===== config.mk =====
export PLATFORM = sky130hd
export DESIGN_NAME = multicycle_ctrl
export DESIGN_NICKNAME = d
export VERILOG_FILES = /design/src/rtl/cpu_ctrl_pkg.sv /design/src/rtl/ctrl_decode.sv /design/src/rtl/multicycle_ctrl.sv
export SDC_FILE = /design/constraint.sdc
export NUM_CORES = 1
export LEC_CHECK = 0
export CORE_MARGIN = 4
export CORE_UTILIZATION = 46
export CTS_BUF_LIST = sky130_fd_sc_hd__clkbuf_4
export DETAILED_ROUTE_END_ITERATION = 7
export GPL_TIMING_DRIVEN = 0
export PLACE_DENSITY = 0.77
export SYNTH_ARGS = -nofsm -noshare
export SYNTH_HDL_FRONTEND = slang
export SYNTH_SLANG_ARGS = --single-unit

===== constraint.sdc =====
create_clock -name clk -period 1.9 [get_ports clk]
set_input_delay 0.38 -clock clk [delete_from_list [all_inputs] [get_ports clk]]
set_output_delay 0.38 -clock clk [all_outputs]
set_load 0.05 [all_outputs]

===== src/rtl/cpu_ctrl_pkg.sv =====
`default_nettype none
// ============================================================================
//  Module      : cpu_ctrl_pkg
//  Description : Shared constants and types for the multicycle CPU control
//                path. It holds the instruction opcodes, the ALU op_codes,
//                the datapath mux selects, the decoded instruction classes
//                and the one-hot control state encoding.
//  Revision    : 1.0 - initial release
// ============================================================================
package cpu_ctrl_pkg;

    // ------------------------------------------------------------------
    // Instruction opcodes (IR[31:28]).
    // 0x0-0x6 are R-type and carry the ALU op in their low bits.
    // 0x7 and 0xE are undefined.
    // ------------------------------------------------------------------
    localparam logic [3:0] c_op_r_last = 4'h6;
    localparam logic [3:0] c_op_addi   = 4'h8;
    localparam logic [3:0] c_op_lw     = 4'h9;
    localparam logic [3:0] c_op_sw     = 4'hA;
    localparam logic [3:0] c_op_beq    = 4'hB;
    localparam logic [3:0] c_op_bne    = 4'hC;
    localparam logic [3:0] c_op_j      = 4'hD;
    localparam logic [3:0] c_op_halt   = 4'hF;

    // ------------------------------------------------------------------
    // ALU op_codes. These must stay identical to the ALU's own encoding.
    // ------------------------------------------------------------------
    localparam logic [2:0] c_alu_mov = 3'b000;
    localparam logic [2:0] c_alu_not = 3'b001;
    localparam logic [2:0] c_alu_add = 3'b010;
    localparam logic [2:0] c_alu_sub = 3'b011;
    localparam logic [2:0] c_alu_or  = 3'b100;
    localparam logic [2:0] c_alu_and = 3'b101;
    localparam logic [2:0] c_alu_slt = 3'b110;

    // ------------------------------------------------------------------
    // Datapath mux selects
    // ------------------------------------------------------------------
    localparam logic       c_src_a_pc     = 1'b0;
    localparam logic       c_src_a_reg    = 1'b1;

    localparam logic [1:0] c_src_b_reg    = 2'b00;
    localparam logic [1:0] c_src_b_one    = 2'b01;
    localparam logic [1:0] c_src_b_imm    = 2'b10;

    localparam logic [1:0] c_pc_src_alu    = 2'b00;  // combinational ALU result
    localparam logic [1:0] c_pc_src_aluout = 2'b01;  // registered ALUOut
    localparam logic [1:0] c_pc_src_jump   = 2'b10;  // jump target

    localparam logic       c_iord_pc      = 1'b0;
    localparam logic       c_iord_aluout  = 1'b1;

    // ------------------------------------------------------------------
    // Decoded instruction class
    // ------------------------------------------------------------------
    typedef enum logic [3:0] {
        CLS_R    = 4'd0,
        CLS_ADDI = 4'd1,
        CLS_LW   = 4'd2,
        CLS_SW   = 4'd3,
        CLS_BEQ  = 4'd4,
        CLS_BNE  = 4'd5,
        CLS_J    = 4'd6,
        CLS_HALT = 4'd7,
        CLS_ILL  = 4'd8
    } op_class_e;

    // ------------------------------------------------------------------
    // Control states, one-hot. Any other bit pattern is treated as
    // corrupt and recovers to ST_FETCH on the next edge.
    // ------------------------------------------------------------------
    typedef enum logic [10:0] {
        ST_FETCH  = 11'b000_0000_0001,
        ST_DECODE = 11'b000_0000_0010,
        ST_EXEC_R = 11'b000_0000_0100,
        ST_EXEC_I = 11'b000_0000_1000,
        ST_MEM_RD = 11'b000_0001_0000,
        ST_MEM_WR = 11'b000_0010_0000,
        ST_WB_ALU = 11'b000_0100_0000,
        ST_WB_MEM = 11'b000_1000_0000,
        ST_BRANCH = 11'b001_0000_0000,
        ST_JUMP   = 11'b010_0000_0000,
        ST_HALT   = 11'b100_0000_0000
    } state_e;

endpackage : cpu_ctrl_pkg
`default_nettype wire


===== src/rtl/ctrl_decode.sv =====
`default_nettype none
// ============================================================================
//  Module      : ctrl_decode
//  Description : Purely combinational instruction decoder. It maps the
//                opcode onto an instruction class, the ALU op_code used by
//                R-type execution and an undefined-opcode flag.
//  Ports       : i_opcode  - instruction opcode (IR[31:28])
//                o_class   - decoded instruction class
//                o_alu_op  - ALU op_code for R-type (opcode[2:0]), else MOV
//                o_illegal - opcode is undefined
//  Revision    : 1.0 - initial release
// ============================================================================
module ctrl_decode
    import cpu_ctrl_pkg::*;
#(
    parameter int OPW  = 4,
    parameter int ALUW = 3
) (
    input  logic [OPW-1:0]  i_opcode,
    output op_class_e       o_class,
    output logic [ALUW-1:0] o_alu_op,
    output logic            o_illegal
);

    always_comb begin
        o_class   = CLS_ILL;
        o_alu_op  = c_alu_mov;
        o_illegal = 1'b1;

        if (i_opcode <= c_op_r_last) begin
            // R-type opcodes carry the ALU operation in their low bits.
            o_class   = CLS_R;
            o_alu_op  = i_opcode[ALUW-1:0];
            o_illegal = 1'b0;
        end else begin
            case (i_opcode)
                c_op_addi: begin o_class = CLS_ADDI; o_illegal = 1'b0; end
                c_op_lw:   begin o_class = CLS_LW;   o_illegal = 1'b0; end
                c_op_sw:   begin o_class = CLS_SW;   o_illegal = 1'b0; end
                c_op_beq:  begin o_class = CLS_BEQ;  o_illegal = 1'b0; end
                c_op_bne:  begin o_class = CLS_BNE;  o_illegal = 1'b0; end
                c_op_j:    begin o_class = CLS_J;    o_illegal = 1'b0; end
                c_op_halt: begin o_class = CLS_HALT; o_illegal = 1'b0; end
                default:   begin o_class = CLS_ILL;  o_illegal = 1'b1; end
            endcase
        end
    end

endmodule : ctrl_decode
`default_nettype wire


===== src/rtl/multicycle_ctrl.sv =====
`default_nettype none
// ============================================================================
//  Module      : multicycle_ctrl
//  Description : Main control FSM of the multicycle CPU. It sequences the
//                shared ALU, the instruction register, the PC and the single
//                req/ready memory port through fetch, decode, execute,
//                memory and writeback states.
//  Ports       : clk, rst         - clock, synchronous active-high reset
//                opcode           - IR[31:28], valid from DECODE onward
//                zero             - ALU zero flag (a == b)
//                mem_ready        - memory completes current request
//                alu_op           - ALU operation
//                alu_src_a/b      - ALU operand selects
//                ir_write         - load IR from memory read data
//                pc_write, pc_src - PC load enable and source select
//                mem_req, mem_we  - memory request / write
//                iord             - memory address select (PC or ALUOut)
//                reg_write        - register file write
//                mem_to_reg       - writeback source (ALUOut or MDR)
//                halted           - FSM is in HALT
//                illegal          - sticky: undefined opcode decoded
//  Revision    : 1.0 - initial release
// ============================================================================
module multicycle_ctrl
    import cpu_ctrl_pkg::*;
#(
    parameter int OPW  = 4,
    parameter int ALUW = 3
) (
    input  logic            clk,
    input  logic            rst,
    input  logic [OPW-1:0]  opcode,
    input  logic            zero,
    input  logic            mem_ready,
    output logic [ALUW-1:0] alu_op,
    output logic            alu_src_a,
    output logic [1:0]      alu_src_b,
    output logic            ir_write,
    output logic            pc_write,
    output logic [1:0]      pc_src,
    output logic            mem_req,
    output logic            mem_we,
    output logic            iord,
    output logic            reg_write,
    output logic            mem_to_reg,
    output logic            halted,
    output logic            illegal
);

    state_e          state_q;
    state_e          state_d;
    logic            illegal_q;
    logic            illegal_d;
    // High for exactly the cycle after a reset edge: every output is held
    // at zero and FETCH does not issue its request until this clears.
    logic            blank_q;

    op_class_e       w_class;
    logic [ALUW-1:0] w_dec_alu_op;
    logic            w_dec_illegal;

    ctrl_decode #(
        .OPW  (OPW),
        .ALUW (ALUW)
    ) u_decode (
        .i_opcode  (opcode),
        .o_class   (w_class),
        .o_alu_op  (w_dec_alu_op),
        .o_illegal (w_dec_illegal)
    );

    // ------------------------------------------------------------------
    // State register
    // ------------------------------------------------------------------
    always_ff @(posedge clk) begin
        if (rst) begin
            state_q   <= ST_FETCH;
            illegal_q <= 1'b0;
            blank_q   <= 1'b1;
        end else begin
            state_q   <= state_d;
            illegal_q <= illegal_d;
            blank_q   <= 1'b0;
        end
    end

    assign illegal = illegal_q;

    // ------------------------------------------------------------------
    // Next state and control outputs
    // ------------------------------------------------------------------
    always_comb begin
        state_d    = state_q;
        illegal_d  = illegal_q;
        alu_op     = c_alu_mov;
        alu_src_a  = c_src_a_pc;
        alu_src_b  = c_src_b_reg;
        ir_write   = 1'b0;
        pc_write   = 1'b0;
        pc_src     = c_pc_src_alu;
        mem_req    = 1'b0;
        mem_we     = 1'b0;
        iord       = c_iord_pc;
        reg_write  = 1'b0;
        mem_to_reg = 1'b0;
        halted     = 1'b0;

        if (blank_q) begin
            state_d = ST_FETCH;
        end else begin
            case (state_q)
                ST_FETCH: begin
                    // The ALU computes PC+1 while the fetch is outstanding so
                    // the PC can load it straight from the ALU on completion.
                    mem_req   = 1'b1;
                    iord      = c_iord_pc;
                    alu_src_a = c_src_a_pc;
                    alu_src_b = c_src_b_one;
                    alu_op    = c_alu_add;
                    if (mem_ready) begin
                        ir_write = 1'b1;
                        pc_write = 1'b1;
                        pc_src   = c_pc_src_alu;
                        state_d  = ST_DECODE;
                    end
                end

                ST_DECODE: begin
                    // Speculative branch target (PC+1 + imm) into ALUOut.
                    alu_src_a = c_src_a_pc;
                    alu_src_b = c_src_b_imm;
                    alu_op    = c_alu_add;
                    if (w_dec_illegal) begin
                        illegal_d = 1'b1;
                    end
                    case (w_class)
                        CLS_R:    state_d = ST_EXEC_R;
                        CLS_ADDI: state_d = ST_EXEC_I;
                        CLS_LW:   state_d = ST_EXEC_I;
                        CLS_SW:   state_d = ST_EXEC_I;
                        CLS_BEQ:  state_d = ST_BRANCH;
                        CLS_BNE:  state_d = ST_BRANCH;
                        CLS_J:    state_d = ST_JUMP;
                        CLS_HALT: state_d = ST_HALT;
                        default:  state_d = ST_FETCH;
                    endcase
                end

                ST_EXEC_R: begin
                    alu_src_a = c_src_a_reg;
                    alu_src_b = c_src_b_reg;
                    alu_op    = w_dec_alu_op;
                    state_d   = ST_WB_ALU;
                end

                ST_EXEC_I: begin
                    // Serves ADDI as well as the LW/SW address calculation.
                    alu_src_a = c_src_a_reg;
                    alu_src_b = c_src_b_imm;
                    alu_op    = c_alu_add;
                    case (w_class)
                        CLS_LW:  state_d = ST_MEM_RD;
                        CLS_SW:  state_d = ST_MEM_WR;
                        default: state_d = ST_WB_ALU;
                    endcase
                end

                ST_MEM_RD: begin
                    mem_req = 1'b1;
                    iord    = c_iord_aluout;
                    if (mem_ready) begin
                        state_d = ST_WB_MEM;
                    end
                end

                ST_MEM_WR: begin
                    mem_req = 1'b1;
                    mem_we  = 1'b1;
                    iord    = c_iord_aluout;
                    if (mem_ready) begin
                        state_d = ST_FETCH;
                    end
                end

                ST_WB_ALU: begin
                    reg_write  = 1'b1;
                    mem_to_reg = 1'b0;
                    state_d    = ST_FETCH;
                end

                ST_WB_MEM: begin
                    reg_write  = 1'b1;
                    mem_to_reg = 1'b1;
                    state_d    = ST_FETCH;
                end

                ST_BRANCH: begin
                    // A - B sets the zero flag; target already sits in ALUOut.
                    alu_src_a = c_src_a_reg;
                    alu_src_b = c_src_b_reg;
                    alu_op    = c_alu_sub;
                    pc_src    = c_pc_src_aluout;
                    pc_write  = (w_class == CLS_BNE) ? ~zero : zero;
                    state_d   = ST_FETCH;
                end

                ST_JUMP: begin
                    pc_write = 1'b1;
                    pc_src   = c_pc_src_jump;
                    state_d  = ST_FETCH;
                end

                ST_HALT: begin
                    halted  = 1'b1;
                    state_d = ST_HALT;
                end

                // Corrupt (non one-hot) encodings recover to FETCH.
                default: begin
                    state_d = ST_FETCH;
                end
            endcase
        end
    end

endmodule : multicycle_ctrl
`default_nettype wire


==> results of run 1 <==
==> synthesized netlist by cell type, drive strengths merged (2+ instances only) <==
cell     number  area, sq um
nand3         6         40.0
dfxtp        13          260
a2111oi       2         23.8
and4b         2         21.3
o21ai         6         30.0
a31oi         2         12.5
a32oi         2         17.5
nand2b        3         18.8
clkbuf        5         38.8
o22ai         2         12.5
nor4          6         73.8
nand4         3         18.8
nor3         13         65.1
and3          3         20.0
nand2        15         61.3
nor2         16         60.1
a21oi         6         30.0
buf           4         41.3
inv           4         15.0
xnor2         3         26.3
xor2          5         43.8
nor3b         4         35.0
==> how the worst min path moves through the flow <==
stage	start	endpoint	slack (ns)
after global placement	illegal	illegal	0.47
final	opcode[1]	state_q[9]	0.32
after CTS	opcode[1]	state_q[9]	0.32
after floorplan	rst	blank_q	0.41
after detailed placement	illegal	illegal	0.47
after global routing	opcode[1]	state_q[9]	0.31
==> where the power goes <==
| part | internal [mW] | switching (mW) | total (mW) |
|---|---|---|---|
| Clock | 0.0955 | 0.0873 | 0.183 |
| Sequential | 0.275 | 0.00586 | 0.281 |
| Combinational | 0.102 | 0.128 | 0.230 |
| Total | 0.473 | 0.221 | 0.694 |
==> registers in the layout (all words and copies together), names as in the netlist <==
register / flops
state_q: 11
illegal: 1
blank_q: 1
==> timing repair <==
action / in CTS / in global routing
gates resized for setup: 139 / 16
setup buffers: 12 / 5
endpoints found under the setup margin: 16 / 25
pin swaps: 11 / 20
==> cell type report <==
cell class | instances | area [sq um]
Multi-Input combinational cell | 113 | 966
Fill cell | 149 | 435
Timing Repair Buffer | 39 | 395
Sequential cell | 13 | 270
Buffer | 8 | 86.3
Tap cell | 28 | 35.0
Clock buffer | 4 | 30.0
Inverter | 4 | 15.0
==> metal layers <==
metal / vias up / track usage [%] / share of wire [%]
li1: 599 / - / -
met1: 602 / 26.4 / 43
met2: 26 / 38.0 / 52
met3: 10 / 2.53 / 2.5
met4: 0 / 7.12 / 2.5
met5: - / 0 / 0
==> critical path: cells and delay by family, from the launching register on <==
kind / cells / cell delay (ns)
flip-flops: 1 / 0.31
buffers and inverters: 2 / 0.25
AND/OR/NAND/NOR: 4 / 1.05
AO/OA/AOI/OAI: 1 / 0.10
==> cell families (layout without fill, tap and decap cells) <==
logic type | after synthesis | count (layout) | synth area share, %
AND/OR/NAND/NOR | 78 | 78 | 43.5
flip-flops | 13 | 13 | 24.0
XOR/XNOR | 8 | 8 | 6.45
buffers and inverters | 13 | 55 | 8.76
AO/OA/AOI/OAI | 27 | 27 | 17.3
==> cells in the final DEF, fill, tap and decap left out, types with 4 or more instances in the layout <==
cell type	n
nor4_4	5
dfxtp_1	7
inv_1	4
buf_8	7
xor2_1	5
nand2_2	4
o21ai_0	5
dfxtp_2	5
clkbuf_4	5
nor3_1	10
nor2_1	11
buf_4	16
buf_6	13
nand2_1	11
a21oi_1	4
clkdlybuf4s50_1	4
==> metrics.cfg, run 1 <==
[critical_path]
cpMaxStageDelayCell=or3_4
worstReg2RegStart=state_q[2]
crit_chain=buf_6 -> nor4_4 -> nand2_1 -> or3_4 -> nor2_4 -> a21o_4 -> buf_8
worstSetupStartpoint=state_q[2]
ff2ff_path_depth=8
ff2ff_setup_slack_ns=-0.04
reg2reg_to=state_q[8]
path_class=register to output pin
required_ns=1.52
cp_max_fo=4
critPathArrivalTime_ns=2.00
cp-start-kind=register
slowest_delay_ns=0.44
worstSetupEndpoint=alu_op[0]
crit_path_end_kind=output pin

[timing]
hold_viol=0
period_share_pct=125
hold_slack_ns=0.315
min_period_ns=2.38
skew_ns=0.00421
maxSlewHeadroom_pct=66.9
finalSetupViolCount=22
slew_viol_final=0
worst_slew_pin_slew_ns=0.495
fin_setup_tns_ns=-5.13
setup_ws_ns=-0.478
max_freq_ghz=0.420
rsz0062_at_grt=true

[floorplanning]
core-area_sq_um=2230
ios=25
dieArea_sq_um=3200
initial_core_util_pct=48.6
rows=17
die_x_microns=56.6
fp.dieH_microns=56.6

[logic_synthesis]
ys_types=47
synth_enable_flop_cells=0
synth_area_sq_um=1090
synthCells=139
synth-seq-area-share_pct=24.0
ys_warn_count=0
synth_ff_type=dfxtp_1
synth_nets=147
avgSynthCellArea_sq_um=7.81
ys_async_sr_fraction_pct=0
ys_ff_latch=13

[global_routing]
grt-ovfl-total=0
grt_pass1_wl_microns=5490
grt_pass1_vias=1179
grt_usage_pct=21.4
antenna_found_initial=0
grt_max_degree=11

[placed_design]
gp_congestion=0.892
hpwl_microns=2290
place_inst=189
placed_area_sq_um=1460
port_buffers=22
dp_slack_ns=-1.13

[pwr]
ir_drop_mv=0.521
p_leak_nw=0.703
p_per_area_nw_per_um2=386
p_total_mw=0.694

[run]
maxCapViolations=0

[final_layout]
final_net_count=190
area_delta_synth_final_pct=65.6
layout.cells.non_filler=209
finish.instance_area_sq_um=1800
layout-drive-gt1-share_pct=51.4
finish.utilization_pct=80.5
antennaDiodeCount=0

[detailed_routing]
drc=0
wl_microns=3710
drt_pre_antenna_iters=4
drtIter0Drc=49
vias_per_cell=5.92
wl_per_cell_microns=17.7
ant_nets=0
vias=1237

[clocking]
cts.sinks=13
clock_path_buffers=2
cts_buffers=3
cts_tree=done
holdBufCountCts=0
clkTransAtPathRegs_ns=0.08
cts_root_buf=clkbuf_4
clk_latency_ns=0.27
cts_max_level=1

[hold_path]
hp-class=input pin to register
hold_depth=2

[outcome]
status=finished, violations left
violations=negative setup slack

(Power assumes the default switching activity.)
==> run 2: changes to the inputs <==
--- a/config.mk
+++ b/config.mk
@@ -10,6 +10,7 @@
 export CTS_BUF_LIST = sky130_fd_sc_hd__clkbuf_4
 export DETAILED_ROUTE_END_ITERATION = 7
 export GPL_TIMING_DRIVEN = 0
+export MAX_ROUTING_LAYER = met4
 export PLACE_DENSITY = 0.77
 export SYNTH_ARGS = -nofsm -noshare
 export SYNTH_HDL_FRONTEND = slang
==> run 2 against run 1 <==
Against the previous run:
- wire length is 0.65% lower
- clock skew hardly changed
- sequential share of layout area stayed put
- core utilization stayed put
- fmax is 0.33% higher
- count of clock-buffer cells in the layout stayed put
- the flow still finishes with violations (negative setup slack)
- register-to-register slack hardly changed
- flip-flop and latch count stayed put
- power hardly changed
- critical path depth stayed put
- first-iteration DRC count is 12% lower
==> metrics.cfg, run 2 (same netlist as run 1, synthesis figures left out) <==
[timing]
period_share_pct=125  ; -0.41 points
fin_setup_tns_ns=-5.06  ; +0.0704 ns
min_period_ns=2.37  ; -0.00771 ns
setup_ws_ns=-0.470  ; +0.00771 ns
rsz0062_at_grt=true
slew_viol_final=0  ; unchanged
hold_viol=0  ; unchanged
max_freq_ghz=0.422  ; +0.33%
worst_slew_pin_slew_ns=0.495  ; unchanged
skew_ns=0.00411  ; -0.000101 ns
finalSetupViolCount=21  ; -4.5%
maxSlewHeadroom_pct=66.9  ; unchanged

[floorplanning]
dieArea_sq_um=3200  ; unchanged
fp.dieH_microns=56.6  ; unchanged
ios=25  ; unchanged
core-area_sq_um=2230  ; unchanged
die_x_microns=56.6  ; unchanged
initial_core_util_pct=48.6  ; unchanged
rows=17  ; unchanged

[placed_design]
hpwl_microns=2290  ; unchanged
place_inst=189  ; unchanged
port_buffers=22  ; unchanged
gp_congestion=0.907  ; +1.7%
dp_slack_ns=-1.13  ; unchanged

[final_layout]
largest_reg_flops=11  ; unchanged
n_fill_cell=149  ; unchanged
final_common_cell=buf_4
layout.cells.non_filler=209  ; unchanged
regMostFlops=state_q
area_delta_synth_final_pct=65.6  ; unchanged
mostFrequentLayoutCells=16 x buf_4, 13 x buf_6, 11 x nand2_1, 11 x nor2_1, 10 x nor3_1
layout-drive-gt1-share_pct=51.4  ; unchanged
antennaDiodeCount=0  ; unchanged
final_net_count=190  ; unchanged

[detailed_routing]
vias_per_cell=5.92  ; unchanged
wl_per_cell_microns=17.6  ; -0.65%
drt_pre_antenna_iters=4  ; unchanged
vias=1237  ; unchanged
drtIter0Drc=43  ; -12%
drc=0  ; unchanged
ant_nets=0  ; unchanged
wl_microns=3680  ; -0.65%

[pwr]
p_leak_nw=0.703  ; unchanged
swShare_pct=31.8  ; about the same
power_frac_seq_pct=40.5  ; about the same
cellInternalPower_mw=0.473  ; about the same
p_total_mw=0.694  ; about the same
pwr-share-comb_pct=33.1  ; about the same
p_per_area_nw_per_um2=386  ; about the same
p_clk_share_pct=26.4  ; about the same
switchingPower_mw=0.221  ; about the same
ir_drop_mv=0.521  ; +0.12%

[clocking]
cts.sinks=13  ; unchanged
clock_path_buffers=2  ; unchanged
cts_root_buf=clkbuf_4
cts_max_level=1  ; unchanged
holdBufCountCts=0  ; unchanged
clk_latency_ns=0.27  ; about the same
clkTransAtPathRegs_ns=0.08  ; about the same
cts_buffers=3  ; unchanged
cts_tree=done

[critical_path]
worstSetupEndpoint=alu_op[0]
cp_max_fo=4  ; unchanged
path_buf_inv=2  ; unchanged
cpMaxStageDelayCell=or3_4
cp.depth=7  ; unchanged
crit_path_end_kind=output pin
crit_chain=buf_6 -> nor4_4 -> nand2_1 -> or3_4 -> nor2_4 -> a21o_4 -> buf_8
critPathArrivalTime_ns=1.99  ; about the same
cp_top_family=simple AND/OR/NAND/NOR gates
cp-start-kind=register
worstReg2RegStart=state_q[2]
slowest_delay_ns=0.45  ; about the same
reg2reg_to=state_q[8]
worstSetupStartpoint=state_q[2]
required_ns=1.52  ; about the same
ff2ff_setup_slack_ns=-0.04  ; about the same
ff2ff_path_depth=8  ; unchanged
path_class=register to output pin

[outcome]
violations=negative setup slack
status=finished, violations left

[global_routing]
grt_pass1_wl_microns=5510  ; +0.25%
grt-ovfl-total=0  ; unchanged
grt_max_degree=11  ; unchanged
grt_usage_pct=22.0  ; +0.63 points
grt_pass1_vias=1178  ; -0.085%
antenna_found_initial=0  ; unchanged

[hold_path]
hold_depth=2  ; unchanged
hp-class=input pin to register

[run]
maxCapViolations=0  ; unchanged

run 2: cell counts in the layout (fill, tap and decap cells not counted):
Identical to the previous run, type by type.
run 2: timing repair:
action                                  4_1_cts  5_1_grt
endpoints found under the setup margin       16       25
buffers inserted                             12        5
gates resized for setup                     139       16
pin swaps                                    11       20
run 2: layer usage:
layer	share of wire, %	GRT usage (%)	vias to the layer above	wire (microns)
met3	3.4	2.53	12	126
li1	-	-	598	-
met2	51	38.0	33	1890
met4	3.0	7.12	0	112
met1	42	26.6	594	1550
met5	0	-	-	0
run 2: cell type report:
type / instances / area, sq um / area share [%]
multi-input cells: 113 / 966 / 53.7
repair buffers: 39 / 395 / 22.0
flip-flops and latches: 13 / 270 / 15.0
plain buffers: 8 / 86.3 / 4.80
well taps: 28 / 35.0 / 1.95
clock buffers: 4 / 30.0 / 1.67
inverters: 4 / 15.0 / 0.835
run 2: how the worst min path moves through the flow:
| stage | startpoint | end | slack, ns |
|---|---|---|---|
| after floorplan | rst | blank_q | 0.41 |
| final | opcode[1] | state_q[9] | 0.32 |
| after global routing | opcode[1] | state_q[9] | 0.31 |
| after CTS | opcode[1] | state_q[9] | 0.32 |
| after global placement | illegal | illegal | 0.47 |
| after detailed placement | illegal | illegal | 0.47 |
run 2: worst register-to-register path, stage by stage (launching register included):
cell and delay, ns:
dfxtp_1 0.31, buf_6 0.12, buf_4 0.17, nor4b_4 0.34, buf_4 0.18, nand2_2 0.07
a2111o_1 0.44, nand3_2 0.15, nor2_1 0.07
run 2: power by group through the flow:
| stage | sequential [mW] | clock [mW] | combinational (mW) |
|---|---|---|---|
| after detailed placement | 0.286 | 0 | 0.177 |
| after global routing | 0.282 | 0.195 | 0.241 |
| after global placement | 0.286 | 0 | 0.173 |
| final | 0.281 | 0.183 | 0.230 |
| after CTS | 0.281 | 0.182 | 0.215 |
| after floorplan | 0.285 | 0 | 0.128 |
run 2: through the flow:
step | area [sq um] | utilization (%) | hold WS (ns)
floorplan | 1200 | - | 0.408
global placement | 1460 | 65.3 | 0.470
detailed placement | 1460 | 65.3 | 0.474
CTS | 1720 | 77.0 | 0.316
global route | 1800 | 80.5 | 0.312
finish | 1800 | 80.5 | 0.316
